File: src/rtl/hybridcore_pkg.sv
// Shared HybridCore definitions: opcode encodings, opcode class predicates,
// special register indices and the write-back FSM state type.
package hybridcore_pkg;

   localparam int OP_W = 5;

   // Opcode encodings. ALU operations occupy 00000..01110.
   localparam logic [OP_W-1:0] OP_ALU_FIRST = 5'b00000;
   localparam logic [OP_W-1:0] OP_ALU_LAST  = 5'b01110;
   localparam logic [OP_W-1:0] OP_CMP       = 5'b01111;
   localparam logic [OP_W-1:0] OP_MOV       = 5'b10000;
   localparam logic [OP_W-1:0] OP_NOP       = 5'b10001;
   localparam logic [OP_W-1:0] OP_LD        = 5'b10010;
   localparam logic [OP_W-1:0] OP_STR       = 5'b10011;
   localparam logic [OP_W-1:0] OP_MSR       = 5'b10100;
   localparam logic [OP_W-1:0] OP_MRS       = 5'b10101;
   localparam logic [OP_W-1:0] OP_PUSH      = 5'b10110;
   localparam logic [OP_W-1:0] OP_POP       = 5'b10111;

   // Architectural register indices with a fixed role.
   localparam int REG_SP   = 28;
   localparam int REG_PC   = 29;
   localparam int REG_CPSR = 30;

   // Write-back FSM: RUN accepts freely, POP_SP issues the deferred SP write.
   typedef enum logic [0:0] {
      WB_RUN    = 1'b0,
      WB_POP_SP = 1'b1
   } wb_state_e;

   // ALU ops write a register and the flags.
   function automatic logic is_alu_wr(input logic [OP_W-1:0] op);
      return (op <= OP_ALU_LAST);
   endfunction

   // ALU ops and CMP update CPSR flags.
   function automatic logic is_flag_wr(input logic [OP_W-1:0] op);
      return (op <= OP_CMP);
   endfunction

   // Ops that write in_reg_dst with in_result in the cycle after accept.
   // POP is included: its first commit is the destination register.
   function automatic logic is_reg_wr(input logic [OP_W-1:0] op);
      return is_alu_wr(op) || (op == OP_MOV) || (op == OP_LD) ||
             (op == OP_MSR) || (op == OP_MRS) || (op == OP_POP);
   endfunction

   // Ops that enqueue an entry into the store buffer.
   function automatic logic is_store(input logic [OP_W-1:0] op);
      return (op == OP_STR) || (op == OP_PUSH);
   endfunction

   function automatic logic is_push(input logic [OP_W-1:0] op);
      return (op == OP_PUSH);
   endfunction

   function automatic logic is_pop(input logic [OP_W-1:0] op);
      return (op == OP_POP);
   endfunction

endpackage

File: src/rtl/wb_store_fifo.sv
// Store buffer for the write-back stage: a FIFO of {addr,data} entries.
// Pointers carry one extra wrap bit so full and empty are distinguishable.
// The head entry is presented combinationally and only changes on a pop,
// so it stays stable while the consumer stalls.
module wb_store_fifo #(
   parameter int DATA_W   = 16,
   parameter int SB_DEPTH = 4
) (
   input  logic              clk,
   input  logic              reset,
   input  logic              push_i,
   input  logic [DATA_W-1:0] push_addr_i,
   input  logic [DATA_W-1:0] push_data_i,
   input  logic              pop_i,
   output logic              full_o,
   output logic              empty_o,
   output logic [DATA_W-1:0] head_addr_o,
   output logic [DATA_W-1:0] head_data_o
);

   localparam int AW = $clog2(SB_DEPTH);

   logic [AW:0]       wr_ptr_q, wr_ptr_d;
   logic [AW:0]       rd_ptr_q, rd_ptr_d;
   logic [DATA_W-1:0] addr_mem_q [SB_DEPTH];
   logic [DATA_W-1:0] data_mem_q [SB_DEPTH];
   logic              push_ok;
   logic              pop_ok;

   assign empty_o = (wr_ptr_q == rd_ptr_q);
   assign full_o  = (wr_ptr_q[AW] != rd_ptr_q[AW]) &&
                    (wr_ptr_q[AW-1:0] == rd_ptr_q[AW-1:0]);

   // A push into a full buffer is dropped; the stage never issues one
   // because in_ready already blocks stores while full.
   assign push_ok = push_i && !full_o;
   assign pop_ok  = pop_i && !empty_o;

   // Stale storage is masked so the drain port reads zero while empty.
   assign head_addr_o = empty_o ? '0 : addr_mem_q[rd_ptr_q[AW-1:0]];
   assign head_data_o = empty_o ? '0 : data_mem_q[rd_ptr_q[AW-1:0]];

   // Next pointer values for enqueue and dequeue.
   always_comb begin
      wr_ptr_d = wr_ptr_q;
      rd_ptr_d = rd_ptr_q;
      if (push_ok) wr_ptr_d = wr_ptr_q + (AW+1)'(1);
      if (pop_ok)  rd_ptr_d = rd_ptr_q + (AW+1)'(1);
   end

   // Pointer registers; reset discards every buffered entry.
   always_ff @(posedge clk or posedge reset) begin
      if (reset) begin
         wr_ptr_q <= '0;
         rd_ptr_q <= '0;
      end else begin
         wr_ptr_q <= wr_ptr_d;
         rd_ptr_q <= rd_ptr_d;
      end
   end

   // Entry storage; contents are only meaningful between the pointers.
   always_ff @(posedge clk) begin
      if (push_ok) begin
         addr_mem_q[wr_ptr_q[AW-1:0]] <= push_addr_i;
         data_mem_q[wr_ptr_q[AW-1:0]] <= push_data_i;
      end
   end

endmodule

File: src/rtl/wb_stage.sv
// HybridCore write-back stage. Commits register results and CPSR flags one
// cycle after accept, queues STR/PUSH into the store buffer, and splits POP
// into a destination-register write followed by an SP write.
//
// Handshakes: a transfer happens on a rising edge where valid && ready are
// both high; the sender holds its payload steady while valid && !ready, and
// ready may depend combinationally on the presented payload (in_ready looks
// at in_op to stall only stores when the buffer is full).
module wb_stage
   import hybridcore_pkg::*;
#(
   parameter int DATA_W    = 16,
   parameter int REG_IDX_W = 5,
   parameter int SB_DEPTH  = 4,
   parameter int SP_IDX    = REG_SP
) (
   input  logic                 clk,
   input  logic                 reset,
   input  logic                 in_valid,
   output logic                 in_ready,
   input  logic [OP_W-1:0]      in_op,
   input  logic [DATA_W-1:0]    in_result,
   input  logic [DATA_W-1:0]    in_operand_b,
   input  logic [REG_IDX_W-1:0] in_reg_dst,
   input  logic [3:0]           in_nzcv,
   input  logic [DATA_W-1:0]    sp_rdata,
   output logic                 reg_w_en,
   output logic [REG_IDX_W-1:0] reg_w_idx,
   output logic [DATA_W-1:0]    reg_w_data,
   output logic                 cpsr_w_en,
   output logic [3:0]           cpsr_nzcv,
   output logic                 mem_w_valid,
   input  logic                 mem_w_ready,
   output logic [DATA_W-1:0]    mem_w_addr,
   output logic [DATA_W-1:0]    mem_w_data,
   output logic                 sb_empty,
   output logic                 byp_valid,
   output logic [REG_IDX_W-1:0] byp_idx,
   output logic [DATA_W-1:0]    byp_data,
   output wb_state_e            dbg_state
);

   localparam logic [REG_IDX_W-1:0] SP_REG = REG_IDX_W'(SP_IDX);

   wb_state_e              state_q, state_d;
   logic [DATA_W-1:0]      pop_sp_q, pop_sp_d;

   logic                   reg_w_en_q, reg_w_en_d;
   logic [REG_IDX_W-1:0]   reg_w_idx_q, reg_w_idx_d;
   logic [DATA_W-1:0]      reg_w_data_q, reg_w_data_d;
   logic                   cpsr_w_en_q, cpsr_w_en_d;
   logic [3:0]             cpsr_nzcv_q, cpsr_nzcv_d;

   logic                   accept;
   logic                   pop_sp_wr;
   logic                   sb_full;
   logic                   sb_empty_w;
   logic                   sb_push;
   logic [DATA_W-1:0]      sb_push_addr;
   logic [DATA_W-1:0]      sb_push_data;
   logic [DATA_W-1:0]      sp_dec;

   assign accept = in_valid && in_ready;

   // SP arithmetic wraps modulo 2^DATA_W.
   assign sp_dec = sp_rdata - DATA_W'(1);

   // ---------------------------------------------------------------- FSM

   // State register; reset drops any pending POP SP write.
   always_ff @(posedge clk or posedge reset) begin
      if (reset) begin
         state_q  <= WB_RUN;
         pop_sp_q <= '0;
      end else begin
         state_q  <= state_d;
         pop_sp_q <= pop_sp_d;
      end
   end

   // Next state: a POP accept latches SP and defers its increment a cycle.
   always_comb begin
      state_d  = state_q;
      pop_sp_d = pop_sp_q;
      case (state_q)
         WB_RUN: begin
            if (accept && is_pop(in_op)) begin
               state_d  = WB_POP_SP;
               pop_sp_d = sp_rdata;
            end
         end
         WB_POP_SP: state_d = WB_RUN;
         default:   state_d = WB_RUN;
      endcase
   end

   // FSM outputs: acceptance gate and the deferred SP write strobe.
   always_comb begin
      in_ready  = 1'b0;
      pop_sp_wr = 1'b0;
      case (state_q)
         WB_RUN:    in_ready  = !reset && !(sb_full && is_store(in_op));
         WB_POP_SP: pop_sp_wr = 1'b1;
         default:   in_ready  = 1'b0;
      endcase
   end

   assign dbg_state = state_q;

   // -------------------------------------------------------- write mux

   // Select the register and flag commit for the next cycle. The POP SP
   // write never collides with an accept because in_ready is low in POP_SP.
   always_comb begin
      reg_w_en_d   = 1'b0;
      reg_w_idx_d  = reg_w_idx_q;
      reg_w_data_d = reg_w_data_q;
      cpsr_w_en_d  = 1'b0;
      cpsr_nzcv_d  = cpsr_nzcv_q;
      if (pop_sp_wr) begin
         reg_w_en_d   = 1'b1;
         reg_w_idx_d  = SP_REG;
         reg_w_data_d = pop_sp_q + DATA_W'(1);
      end else if (accept) begin
         if (is_push(in_op)) begin
            reg_w_en_d   = 1'b1;
            reg_w_idx_d  = SP_REG;
            reg_w_data_d = sp_dec;
         end else if (is_reg_wr(in_op)) begin
            reg_w_en_d   = 1'b1;
            reg_w_idx_d  = in_reg_dst;
            reg_w_data_d = in_result;
         end
         if (is_flag_wr(in_op)) begin
            cpsr_w_en_d = 1'b1;
            cpsr_nzcv_d = in_nzcv;
         end
      end
   end

   // Commit registers: enables pulse for one cycle, data holds afterwards.
   always_ff @(posedge clk or posedge reset) begin
      if (reset) begin
         reg_w_en_q   <= 1'b0;
         reg_w_idx_q  <= '0;
         reg_w_data_q <= '0;
         cpsr_w_en_q  <= 1'b0;
         cpsr_nzcv_q  <= '0;
      end else begin
         reg_w_en_q   <= reg_w_en_d;
         reg_w_idx_q  <= reg_w_idx_d;
         reg_w_data_q <= reg_w_data_d;
         cpsr_w_en_q  <= cpsr_w_en_d;
         cpsr_nzcv_q  <= cpsr_nzcv_d;
      end
   end

   assign reg_w_en   = reg_w_en_q;
   assign reg_w_idx  = reg_w_idx_q;
   assign reg_w_data = reg_w_data_q;
   assign cpsr_w_en  = cpsr_w_en_q;
   assign cpsr_nzcv  = cpsr_nzcv_q;

   // The bypass is the register write port seen from execute.
   assign byp_valid = reg_w_en_q;
   assign byp_idx   = reg_w_idx_q;
   assign byp_data  = reg_w_data_q;

   // ------------------------------------------------------ store buffer

   // PUSH stores to the pre-decremented SP; STR uses the computed address.
   assign sb_push      = accept && is_store(in_op);
   assign sb_push_addr = is_push(in_op) ? sp_dec    : in_result;
   assign sb_push_data = is_push(in_op) ? in_result : in_operand_b;

   wb_store_fifo #(
      .DATA_W   (DATA_W),
      .SB_DEPTH (SB_DEPTH)
   ) u_store_fifo (
      .clk         (clk),
      .reset       (reset),
      .push_i      (sb_push),
      .push_addr_i (sb_push_addr),
      .push_data_i (sb_push_data),
      .pop_i       (mem_w_valid && mem_w_ready),
      .full_o      (sb_full),
      .empty_o     (sb_empty_w),
      .head_addr_o (mem_w_addr),
      .head_data_o (mem_w_data)
   );

   assign mem_w_valid = !sb_empty_w;
   assign sb_empty    = sb_empty_w;

endmodule

File: config.mk
export PLATFORM = sky130hd
export DESIGN_NAME = wb_stage
export DESIGN_NICKNAME = d
export VERILOG_FILES = /design/src/rtl/hybridcore_pkg.sv /design/src/rtl/wb_store_fifo.sv /design/src/rtl/wb_stage.sv
export SDC_FILE = /design/constraint.sdc
export NUM_CORES = 1
export LEC_CHECK = 0
export BUFFER_PORTS_ARGS = -buffer_cell sky130_fd_sc_hd__buf_2
export CAP_MARGIN = 15
export CORE_MARGIN = 10
export CORE_UTILIZATION = 56
export DETAILED_ROUTE_END_ITERATION = 6
export GPL_TIMING_DRIVEN = 0
export PLACE_DENSITY = 0.89
export SETUP_SLACK_MARGIN = 0.5
export SLEW_MARGIN = 20
export SYNTH_ARGS = -nofsm -noshare
export SYNTH_HDL_FRONTEND = slang
export SYNTH_SLANG_ARGS = --single-unit
File: constraint.sdc
create_clock -name clk -period 3.51 [get_ports clk]
set_input_delay 0.5265 -clock clk [delete_from_list [all_inputs] [get_ports clk]]
set_output_delay 0.5265 -clock clk [all_outputs]
set_load 0.02 [all_outputs]
# Word-level counts from Yosys, hierarchy flattened
# Memories as Yosys holds them, arrays and structs flattened.
# Cells that the tools add are included.
[totals]
word_cells = 78
regBits = 50
mem_count = 2
mem_bits_rw = 128
input_bits = 66
[op_classes]
n_mux = 25
bitwise = 2
add_sub_neg = 4
n_eq_ne = 10
reduce_logical = 24
n_lt_le_gt_ge = 2
[memory_table]
columns = ["memory", "words", "word_bits", "read_ports", "rd_clocked_by_memory_dff", "write_ports", "line", "rtl"]
rows = [
  ["u_store_fifo.addr_mem_q", 4, 16, 1, 0, 1, "wb_store_fifo.sv:25", "logic [DATA_W-1:0] addr_mem_q [SB_DEPTH];"],
  ["u_store_fifo.data_mem_q", 4, 16, 1, 0, 1, "wb_store_fifo.sv:26", "logic [DATA_W-1:0] data_mem_q [SB_DEPTH];"],
]
[op_table]
columns = ["op", "n"]
rows = [
  ["2-to-1 mux 16 bit", 8],
  ["equality test 5 bit (second input constant)", 7],
  ["2-to-1 mux 5 bit", 4],
  ["adder 16 x 1 -> 16 bit (second input constant)", 1],
  ["subtractor 16 x 1 -> 16 bit (second input constant)", 1],
  ["2-to-1 mux 1 bit", 12],
  ["<= comparator 5 x 4 -> 1 bit (second input constant)", 2],
  ["logical AND 1 bit", 9],
  ["adder 3 x 1 -> 3 bit (second input constant)", 2],
  ["logical OR 1 bit", 6],
  ["zero test 1 bit", 4],
  ["AND reduction 2 bit", 2],
  ["equality test 3 bit", 1],
  ["AND reduction 3 bit", 1],
  ["nonzero test 3 bit", 1],
  ["equality test 2 bit", 1],
  ["NOT 1 bit", 2],
  ["case mux 1 bit (2 select lines)", 1],
  ["nonzero test 2 bit", 1],
  ["inequality test 1 bit", 1],
]

# Logic depth before layout (Yosys ltp)
# Gate-level depths: netlist of the first run.
[depth]
word_depth = 11
mapped_depth = 7

# Modules after synthesis
# From an unflattened synthesis of the first run, not the netlist that was laid out.
[unflattened]
hier_cells = 589
hier_area_um2 = 8280.4
[by_module_without_submodules]
columns = ["mod", "area_each_um2", "n_inst", "cells_each"]
rows = [
  ["wb_store_fifo", 5352.6, 1, 249],
  ["wb_stage", 2927.8, 1, 340],
]

# Worst setup path after synthesis of the first run
# OpenSTA, ideal clock, no wires.
[synth_path]
kind = "input -> register"
from = "input port in_op[2]"
to = "memory u_store_fifo.addr_mem_q[3][0] (enable)"
path_stages = 4
arrival_ns = 2.162
setup_ns = 0.394
slack_ns = 0.955
path_buffers = 0
cell_sequence = "xnor2_1 > nor3_2 > nor3b_2 > and2_1"
[synth_via]
elab_chain_len = 11
elab_cells_between_ends = 12
cone_classes = "eq/ne (2); mux (3); reduce/logical (7)"
[synth_rtl]
columns = ["item", "line", "rtl"]
rows = [
  ["from (decl)", "wb_stage.sv:21", "input logic [OP_W-1:0] in_op,"],
  ["equality test 5 bit", "hybridcore_pkg.sv:50", "return (op == OP_STR) || (op == OP_PUSH);"],
  ["logical OR 1 bit *", "hybridcore_pkg.sv:50", ""],
  ["logical AND 1 bit", "wb_stage.sv:102", "WB_RUN: in_ready = !reset && !(sb_full && is_store(in_op));"],
  ["zero test 1 bit", "wb_stage.sv:102", ""],
  ["logical AND 1 bit", "wb_stage.sv:102", ""],
  ["2-to-1 mux 1 bit", "wb_stage.sv:101", "case (state_q)"],
  ["logical AND 1 bit", "wb_stage.sv:63", "assign accept = in_valid && in_ready;"],
  ["logical AND 1 bit *", "wb_stage.sv:172", "assign sb_push = accept && is_store(in_op);"],
  ["logical AND 1 bit *", "wb_store_fifo.sv:36", "assign push_ok = push_i && !full_o;"],
  ["2-to-1 mux 1 bit *", "wb_store_fifo.sv:64", "if (push_ok) begin"],
  ["2-to-1 mux 1 bit (not written as such) *", "wb_store_fifo.sv:65", "addr_mem_q[wr_ptr_q[AW-1:0]] <= push_addr_i;"],
  ["to (decl)", "wb_store_fifo.sv:25", ""],
]
# Mark *: on every way between the ends. The rest lies on a longest branch, timed or not.

# Worst setup path after layout of the first run
[layout_path]
from = "register u_store_fifo.rd_ptr_q[0]"
to = "output port mem_w_addr[3]"
[layout_via]
elab_chain_len = 2
elab_cells_between_ends = 3
cone_classes = "eq/ne (1); mux (1); memory (1)"
[layout_rtl]
columns = ["item", "line", "rtl"]
rows = [
  ["from (decl)", "wb_store_fifo.sv:24", "logic [AW:0] rd_ptr_q, rd_ptr_d;"],
  ["from (signal assigned)", "wb_store_fifo.sv:58", "rd_ptr_q <= rd_ptr_d;"],
  ["memory read (4 x 16 bit) / equality test 3 bit (equally long branches)", "n/a", ""],
  ["2-to-1 mux 16 bit *", "wb_store_fifo.sv:40", "assign head_addr_o = empty_o ? '0 : addr_mem_q[rd_ptr_q[AW-1:0]];"],
  ["to (decl)", "wb_stage.sv:34", "output logic [DATA_W-1:0] mem_w_addr,"],
]
# Marked as above.

==> results list, run 1 <==
* Worst ir drop on vdd: 0.365 mV
* Post-route DRC: 0
- Number of nets produced by synthesis: between 600 and 700
- Aggregate global routing overflow: 0
* Number of buffers added for setup after CTS: 0
- The congestion estimate from routability-driven global placement came to just over 0.9.
* Wire length of the first global-routing pass: 33100 µm
- Initial DRC Count: around 630
- Time the worst path needs with I/O delays and setup: just under 3000 ps
- Total clock buffers created by CTS: 17
- Finished layout cell area: between 9000 and 10000 µm²
- The filler cells instantiated in the layout total about 900.
* Worst min-delay path category: in2async
- At the pin with the least slew margin, the transition time is around 730 ps.
* Antenna cell count: 0
* Clock Sinks: 178
- The average instance in the mapped netlist occupies 14.3 µm².
- The setup path with the least slack is of type reg2out.
- In the final layout, the share of cells above drive strength 1 is between 30% and 40%.
- Once detail routing completed, the nets flagged for antenna violations numbered 0.
* Place WS: 769 ps
- Counting flops with a built-in enable in the synthesized netlist gives between 100 and 150.
- Worst endpoint required time: 2980 ps
- Starting utilization of the core area: 57.7%
- Vias in the first global route: between 5000 and 6000
- Static power due to leakage: between 3 and 4 nW
- The floorplan step set the die width to roughly 140 µm.
- For the worst-skew pair, the clock arrives at the later sink with an insertion delay of roughly 450 ps.
* Most used cell along the critical path: sky130_fd_sc_hd__buf_2
- After synthesis, the netlist uses 56 different library cells.
- Yosys printed 0 warnings.
- Hold timing on the final database bottoms out at a slack of roughly 84 ps.
* Run status: finished clean
- Standard cell with the maximum stage delay on the critical path: sky130_fd_sc_hd__mux4_2
- MaxCap Viol Count: 0
* Fraction of registers with async set or reset after synthesis: 28.1%
- Portion of the post-synthesis area used by sequential elements: between 60% and 70%
* CORE AREA: 14000 µm²
- Input and output buffers added on the ports amount to 150.
- Total power density per cell area: 715 nW/µm²
- Global routing used a little over a fifth of the available tracks.
* Primary flip-flop cell chosen by synthesis mapping: sky130_fd_sc_hd__edfxtp_1
- Synthesized area: 8100 µm²
* Number of antenna violations at the first check in global routing: 0
- Synthesized instance count: between 500 and 600
- Clock root buffer: sky130_fd_sc_hd__clkbuf_16
- Dividing the detail-routed via count by the number of cells gives around 6.0.
- The first TritonRoute pass finished after 5 iterations.
- The final number of hold-violating endpoints came to 0.
- The die covers between 15000 and 20000 µm².
- For the worst setup path, the data arrival time is between 2000 and 2500 ps.
- Worst stage delay on the critical path: 560 ps
* DPL Wire Length: about 16000 µm
- Total number of H-tree levels: 4
- Static timing analysis puts the maximum clock frequency at around 0.35 GHz.
- For this design, the CTS-stage hold fixing added 0 buffers.
- Entering global routing, the biggest net connects 37 pins.
- Placement-stage cell area: 9210 µm²
- Element type at the critical path start: flip-flop
- In this run the count of I/O pins placed on the die edge is around 150.
- Traced cell by cell, the critical path runs through buf_2 -> buf_2 -> mux4_2 -> nor2b_1 -> buf_2.
- Detailed-route wire length per cell: around 23 µm
- TritonCTS clock tree: yes
- The final critical path takes up approximately 82% of the cycle.
- Fin Setup TNS: 0 ps
- Pins Over Slew Limit: 0
- The worst setup path is captured at a primary output.
* Final worst slack: 625 ps
* Die height: 140 µm
- Top fanout value on the critical path: 10
- Relative slew slack: around half
- Via total after detailed routing: approximately 5600
- The net count of the finished layout is about 800.
* Count of standard-cell rows: 43
* RSZ-0062 raised after global routing: false
* Clock edge transition at the registers on the reported setup and hold paths: ~70 ps
- The area growth from synthesis to layout is 21.2%.
* Setup violators final: 0
- The synthesized design contains approximately 180 register bits.
- Routed wire length: approximately 21000 µm
- For the final database, setup skew stands at 12.6 ps.
- Worst-case clock buffer depth: 2
[through the flow]
| step | instances | power [W] | utilization (%) |
|---|---|---|---|
| floorplan | 566 | 0.00426 | - |
| global placement | 896 | 0.00502 | 64.6 |
| detailed placement | 901 | 0.00511 | 65.6 |
| CTS | 933 | 0.00706 | 69.9 |
| global route | 933 | 0.00732 | 69.9 |
| finish | 933 | 0.00702 | 69.9 |
[synth_stat cells, drive strengths merged, types with 2 or more instances]
master	n	area, µm²
a211o	2	17.5
a21oi	4	20.0
a221o	4	40.0
a311oi	2	23.8
a31oi	3	18.8
and2	4	25.0
and3	3	18.8
buf	33	218
clkbuf	12	45.0
dfrtp	50	1250
edfxtp	128	3840
ha	7	87.6
inv	11	41.3
mux2	19	214
mux4	32	721
nand2	85	322
nand3	14	70.1
nand4	4	25.0
nand4b	2	17.5
nor2	18	70.1
nor2b	35	219
nor3	9	66.3
nor3b	4	45.1
nor4	6	67.6
o21ai	16	80.1
o221a	9	101
o31ai	2	15.0
or3	3	18.8
or4	2	18.8
xnor2	17	149
xor2	14	123
[cells by family (layout without fill, tap and decap cells)]
logic type	count (synthesis)	after routing	synth area share, %
AOI/OAI and AO/OA	49	49	4.79
xor gates and xnor gates	31	31	3.35
adders and majority gates	7	7	1.08
buffers and inverters	57	244	3.80
DFF	178	178	62.9
muxes	51	51	11.5
and+or+nand+nor	193	193	12.5
[report_power, final]
group / total [W] / internal [W] / switching [W]
combinational: 0.00257 / 0.00104 / 0.00153
clock: 0.00192 / 0.00107 / 0.000851
sequential: 0.00253 / 0.00239 / 0.000132
total: 0.00702 / 0.00450 / 0.00252
[worst max-delay path, delay by kind of cell (launching register included)]
family | cells | cell delay, ps
DFF | 1 | 370
buffers and inverters | 3 | 800
muxes | 1 | 560
and+or+nand+nor | 1 | 170
[state kept, by name (all words and copies together), names as in the netlist]
| signal | flops |
|---|---|
| u_store_fifo.addr_mem_q | 64 |
| u_store_fifo.data_mem_q | 64 |
| byp_data | 16 |
| pop_sp_q | 16 |
| byp_idx | 5 |
| cpsr_nzcv | 4 |
| u_store_fifo.rd_ptr_q | 3 |
| u_store_fifo.wr_ptr_q | 3 |
| byp_valid | 1 |
| cpsr_w_en | 1 |
| dbg_state | 1 |
[cell usage in the layout, fill, tap and decap left out, drive strengths merged, types with 2 or more instances in the layout]
cell	count
a21oi	4
nor3	9
a211o	2
bufinv	2
nor2	18
xnor2	17
or3	3
dfrtp	50
nor3b	4
o21ai	16
edfxtp	128
nor4	6
nor2b	35
and2	4
buf	187
nand2	85
and3	3
mux2	19
a311oi	2
a31oi	3
clkbuf	30
ha	7
a221o	4
o221a	9
nand4	4
nand3	14
o31ai	2
clkinv	4
mux4	32
or4	2
nand4b	2
inv	19
clkinvlp	2
xor2	14
[routing by layer]
| layer | vias up | GRT usage (%) | wire, µm |
|---|---|---|---|
| met5 | - | 0 | 0 |
| met4 | 0 | 9.18 | 777 |
| met3 | 70 | 4.80 | 1870 |
| met2 | 367 | 37.6 | 10800 |
| met1 | 2690 | 25.7 | 7900 |
| li1 | 2437 | - | - |
[layout make-up]
type                            instances  area (µm²)  share of cell area (%)
Multi-Input combinational cell        331        2710                    27.6
Tap cell                              180         225                    2.29
Sequential cell                       178        5090                    51.9
Timing Repair Buffer                  155         881                    8.97
Buffer                                 45         268                    2.73
Clock buffer                           17         425                    4.33
Clock inverter                         15         170                    1.73
Inverter                               12        45.0                   0.459
[path summary, 6_finish.rpt]
check / start / endpoint / slack [ps] / cells past startpoint
worst max-delay path: u_store_fifo.rd_ptr_q[0]$_DFFE_PP0P_ / mem_w_addr[3] / 620 / 5
worst min-delay path: reset / cpsr_nzcv[2]$_DFFE_PP0P_ / 80 / 2
worst max register to register: u_store_fifo.rd_ptr_q[0]$_DFFE_PP0P_ / u_store_fifo.data_mem_q[3][13]$_DFFE_PP_ / 810 / 6
worst min register to register: u_store_fifo.wr_ptr_q[2]$_DFFE_PP0N_ / u_store_fifo.wr_ptr_q[2]$_DFFE_PP0N_ / 500 / 1
max in group asynchronous: reset / pop_sp_q[5]$_DFFE_PP0P_ / 2900 / 3
min in group clk: in_nzcv[1] / cpsr_nzcv[1]$_DFFE_PP0P_ / 320 / 2
[what timing repair did]
action                     4_1_cts  5_1_grt
gates cloned                     0        0
setup endpoints to repair       22        1
gates resized for setup          3        1
(Power assumes the default switching activity.)
==> run 2: changes to the inputs <==
- ABC_AREA: default -> 1
- clock period: 3.51 -> 2.73 ns (I/O delays scaled with it)
==> run 2 against run 1 <==
  * Area after synthesis rose by 6.7%
  * Cell area rose by 19%
  * Clock skew barely moved
  * Combinational power rose by 130%
  * Wire length rose by 45%
  * Register-to-register slack got worse by 480 ps
  * Worst hold slack improved by 25 ps
  * Power rose by 67%
  * Final cell count rose by 46%
==> results list, run 2 <==
- Detailed-route wire length per cell: 22.9 µm (about the same)
- The starting utilization of the core area was 57.0% (-0.62 points).
- Fin Setup TNS: 0 ps (unchanged)
- The filler cell count in the final layout was 897 (-0.11%).
* Total routing usage reported by global routing: 28.0% (+6.2 points)
- The measured slew at the worst slew-check pin was 719 ps (-11.4 ps).
- Worst min-delay path category: in2async
- The half-perimeter wire length of the detailed placement result came to 17200 µm (+10%).
- Dominant delay contributor by cell family on the critical path: compound AO/OA/AOI/OAI gates
* Number of buffers inserted by port buffering: 149 (-0.67%)
- Via total after detailed routing: 8190 (+47%)
- The commonest cells after synthesis are sky130_fd_sc_hd__nand2_1 (259), sky130_fd_sc_hd__edfxtp_1 (128), sky130_fd_sc_hd__nor2_1 (119).
* Clock root buffer: sky130_fd_sc_hd__clkbuf_16
- The critical path is of the reg2out type.
- Layout cell share with drive strength beyond 1: 35.9% (-2.3 points)
- Aggregate global routing overflow: 0 (unchanged)
- STA classifies the critical path startpoint as a flip-flop.
- The total CTS buffers is 17 (unchanged).
* Worst endpoint required time: 2320 ps (-660 ps)
- Die height: 144 µm (+2.8%)
- Number of hold-repair buffers added at the cts stage: 0 (unchanged)
* Most common cell after layout, fill and taps aside: sky130_fd_sc_hd__nand2_1
- In this run the critical register-to-register path is launched from u_store_fifo.rd_ptr_q[0]$_DFFE_PP0P_.
* Top fanout value on the critical path: 10 (unchanged)
* Worst-path cell chain: clkbuf_8 -> clkbuf_8 -> o21ai_0 -> o22ai_1 -> nand2_4 -> inv_2 -> buf_6
* CORE AREA: 15100 µm² (+7.9%)
- The number of maximum-capacitance violations was 0 (unchanged).
- Vias in the first global route: 7983 (+37%)
- CP Data Arrival Time: 2100 ps (-260 ps)
- The share of synthesized flip-flops with an asynchronous set or reset was 28.1% (unchanged).
- TritonCTS built the clock tree.
- The synthesized netlist net count is 1012 (+58%).
- Synthesized instance count: 939 (+66%)
- Cell accounting for the most synthesized area: sky130_fd_sc_hd__edfxtp_1
- The netlist area before placement was 8640 µm² (+6.7%).
- Horizontal extent of the die: 144 µm (+2.8%)
- The final number of hold-violating endpoints was 0 (unchanged).
* TritonRoute pass-1 iters: 6 (+1)
* Antenna cell count: 0 (unchanged)
* Period utilisation layout: about 90%
* Post-Layout Cell Count: 1358 (+46%)
* Sort of element at the end of the critical path: primary output
- The top-level port count is 151 (unchanged).
- The latest clock arrival within the worst-skew pair was 440 ps (about the same).
* Time the worst path needs with I/O delays and setup: ~2500 ps
* Routability congestion estimate: 0.959 (+4.7%)
- The largest incremental delay on the critical path was 450 ps (-110 ps).
* Post-synth top area share: 44.5% (-3.0 points)
- The number of routed nets with antenna violations was 0 (unchanged).
- Counting stages on the worst path, the most repeated cell is sky130_fd_sc_hd__clkbuf_8.
- Primary flip-flop cell chosen by synthesis mapping: sky130_fd_sc_hd__edfxtp_1
- Die area: 20800 µm² (+5.7%)
* Most numerous cell in the Yosys netlist: sky130_fd_sc_hd__nand2_1
- The number of buffers and inverters on the critical path was 4 (+1).
- By area the synthesized netlist is led by sky130_fd_sc_hd__edfxtp_1 (44%), sky130_fd_sc_hd__dfrtp_1 (14%), sky130_fd_sc_hd__nand2_1 (11%).
- Worst-case clock buffer depth: 2 (unchanged)
* Total power density per cell area: 1000 nW/µm² (+40%)
- Compared with the post-synthesis result, the final layout area differs by 35.5%.
- The number of clock sinks was 178 (unchanged).
- The count of cell types in the netlist is 34 (-39%).
- In this run the worst setup path begins at u_store_fifo.rd_ptr_q[0]$_DFFE_PP0P_.
- The run finished with clean final reports.
- Highest-count cells in the layout ignoring fill and taps: sky130_fd_sc_hd__nand2_1 (224), sky130_fd_sc_hd__edfxtp_1 (128), sky130_fd_sc_hd__buf_2 (120)
- The sequential fraction of the synthesis area is 59.0% (-3.9 points).
- Via density per instance: 6.03 (+1.1%)
- Clock Skew: 12.1 ps (-0.448 ps)
- The first-pass GRT wire length came to 44100 µm (+33%).
* Static power due to leakage: 5.19 nW (+34%)
* Number of flops mapped to enable cells by yosys: 128 (unchanged)
* Routed wire length: 31100 µm (+45%)
- Total number of H-tree levels: 4 (unchanged)
- The placed cell count was 1277 (+42%).
* Initial DRC Count: 1186 (+88%)
* RSZ-0062 raised after global routing: true
- Pin count of the biggest net entering global routing: 29 (-22%)
- The worst-case vdd ir drop was 0.522 mV (+43%).
- Standard cell with the maximum stage delay on the critical path: sky130_fd_sc_hd__dfrtp_2
- Pins Over Slew Limit: 0 (unchanged)
- The clock input transition at the sequential cells of the worst setup and hold paths came to 70 ps (about the same).
- The number of nets in the layout was 1230 (+51%).
* Setup violators final: 0 (unchanged)
- The DRC violation count after routing came to 0 (unchanged).
- The warning count from the yosys run was 0 (unchanged).
- Syn avg cell area: 9.20 µm² (-36%)
- Derived from the worst setup path, the maximum achievable clock frequency is ~0.40 GHz.
* Count of standard-cell rows: 45 (+4.7%)
- The flip-flop and latch count after synthesis was 178 (unchanged).
- The number of antenna violations at the first check in global routing was 0 (unchanged).
- The worst max-slew margin expressed relative to the limit was 51.6% (+0.25 points).
==> run 2: cell count changes after synthesis, sizes merged, moves of 9 or more <==
cell and delta:
clkbuf +15, xor2 -9, nand3 +36, nor2b -35, inv +74, xnor2 -12, nor2 +104, o21ai +87
o221a -9, mux2 -19, o22ai +32, nand2 +180, mux4 -32
==> run 2: final timing paths <==
kind                            slack, ps                                       end  cells after the start
worst min-delay path                  110      u_store_fifo.rd_ptr_q[1]$_DFFE_PP0P_                      2
max in group asynchronous            2070                    byp_idx[0]$_DFFE_PP0P_                      3
min in group clk                      180                  cpsr_nzcv[1]$_DFFE_PP0P_                      3
worst min register to register        500                  cpsr_nzcv[2]$_DFFE_PP0P_                      2
worst max register to register        330  u_store_fifo.data_mem_q[3][12]$_DFFE_PP_                     14
worst max-delay path                  220                            mem_w_data[14]                      7
==> run 2: cell type report <==
type / instances / area (µm²) / share of cell area [%]
clock inverter: 13 / 151 / 1.29
multi-input combinational: 619 / 3300 / 28.2
tap: 188 / 235 / 2.01
clock buffer: 19 / 433 / 3.70
buffer: 61 / 598 / 5.11
inverter: 85 / 329 / 2.81
timing repair buffer: 195 / 1560 / 13.3
sequential: 178 / 5100 / 43.6
==> run 2: logic make-up (layout without fill, tap and decap cells) <==
group | count (synthesis) | count (layout) | synth area share, %
xor+xnor | 10 | 10 | 1.01
buf+inv | 146 | 373 | 7.83
flops | 178 | 178 | 59.0
compound gates | 142 | 142 | 9.41
simple gates | 456 | 460 | 21.8
fa+ha+maj | 7 | 7 | 1.01
==> run 2: timing repair <==
action                                  4_1_cts  5_1_grt
buffers inserted                             33        8
pin swaps                                    18        9
gates resized for setup                     223       79
endpoints found under the setup margin      163      163
endpoints found under the hold margin         0        0
gates cloned                                  8        0
==> run 2: stage by stage <==
| stage | util [%] | hold slack (ps) | instance area (µm²) | setup WS (ps) | power, W |
|---|---|---|---|---|---|
| final | 77.3 | 109 | 11700 | 223 | 0.0117 |
| after CTS | 75.0 | 120 | 11400 | 383 | 0.0108 |
| after detailed placement | 64.1 | 485 | 9710 | 122 | 0.00679 |
| after global placement | 63.9 | 481 | 9680 | 127 | 0.00670 |
| after floorplan | - | 466 | 8700 | 501 | 0.00559 |
| after global routing | 77.3 | 147 | 11700 | 228 | 0.0120 |
==> run 2: routing by layer <==
metal / global-route usage [%] / part of all wire (%) / vias up
li1: - / - / 3528
met1: 32.0 / 34 / 3824
met2: 47.7 / 48 / 674
met3: 6.36 / 12 / 164
met4: 15.8 / 6.6 / 0
met5: 0 / 0 / -
==> run 2: power breakdown <==
| group | total [W] | switching [W] | internal (W) |
|---|---|---|---|
| clock network | 0.00250 | 0.00113 | 0.00137 |
| logic | 0.00595 | 0.00344 | 0.00252 |
| registers | 0.00326 | 0.000187 | 0.00307 |
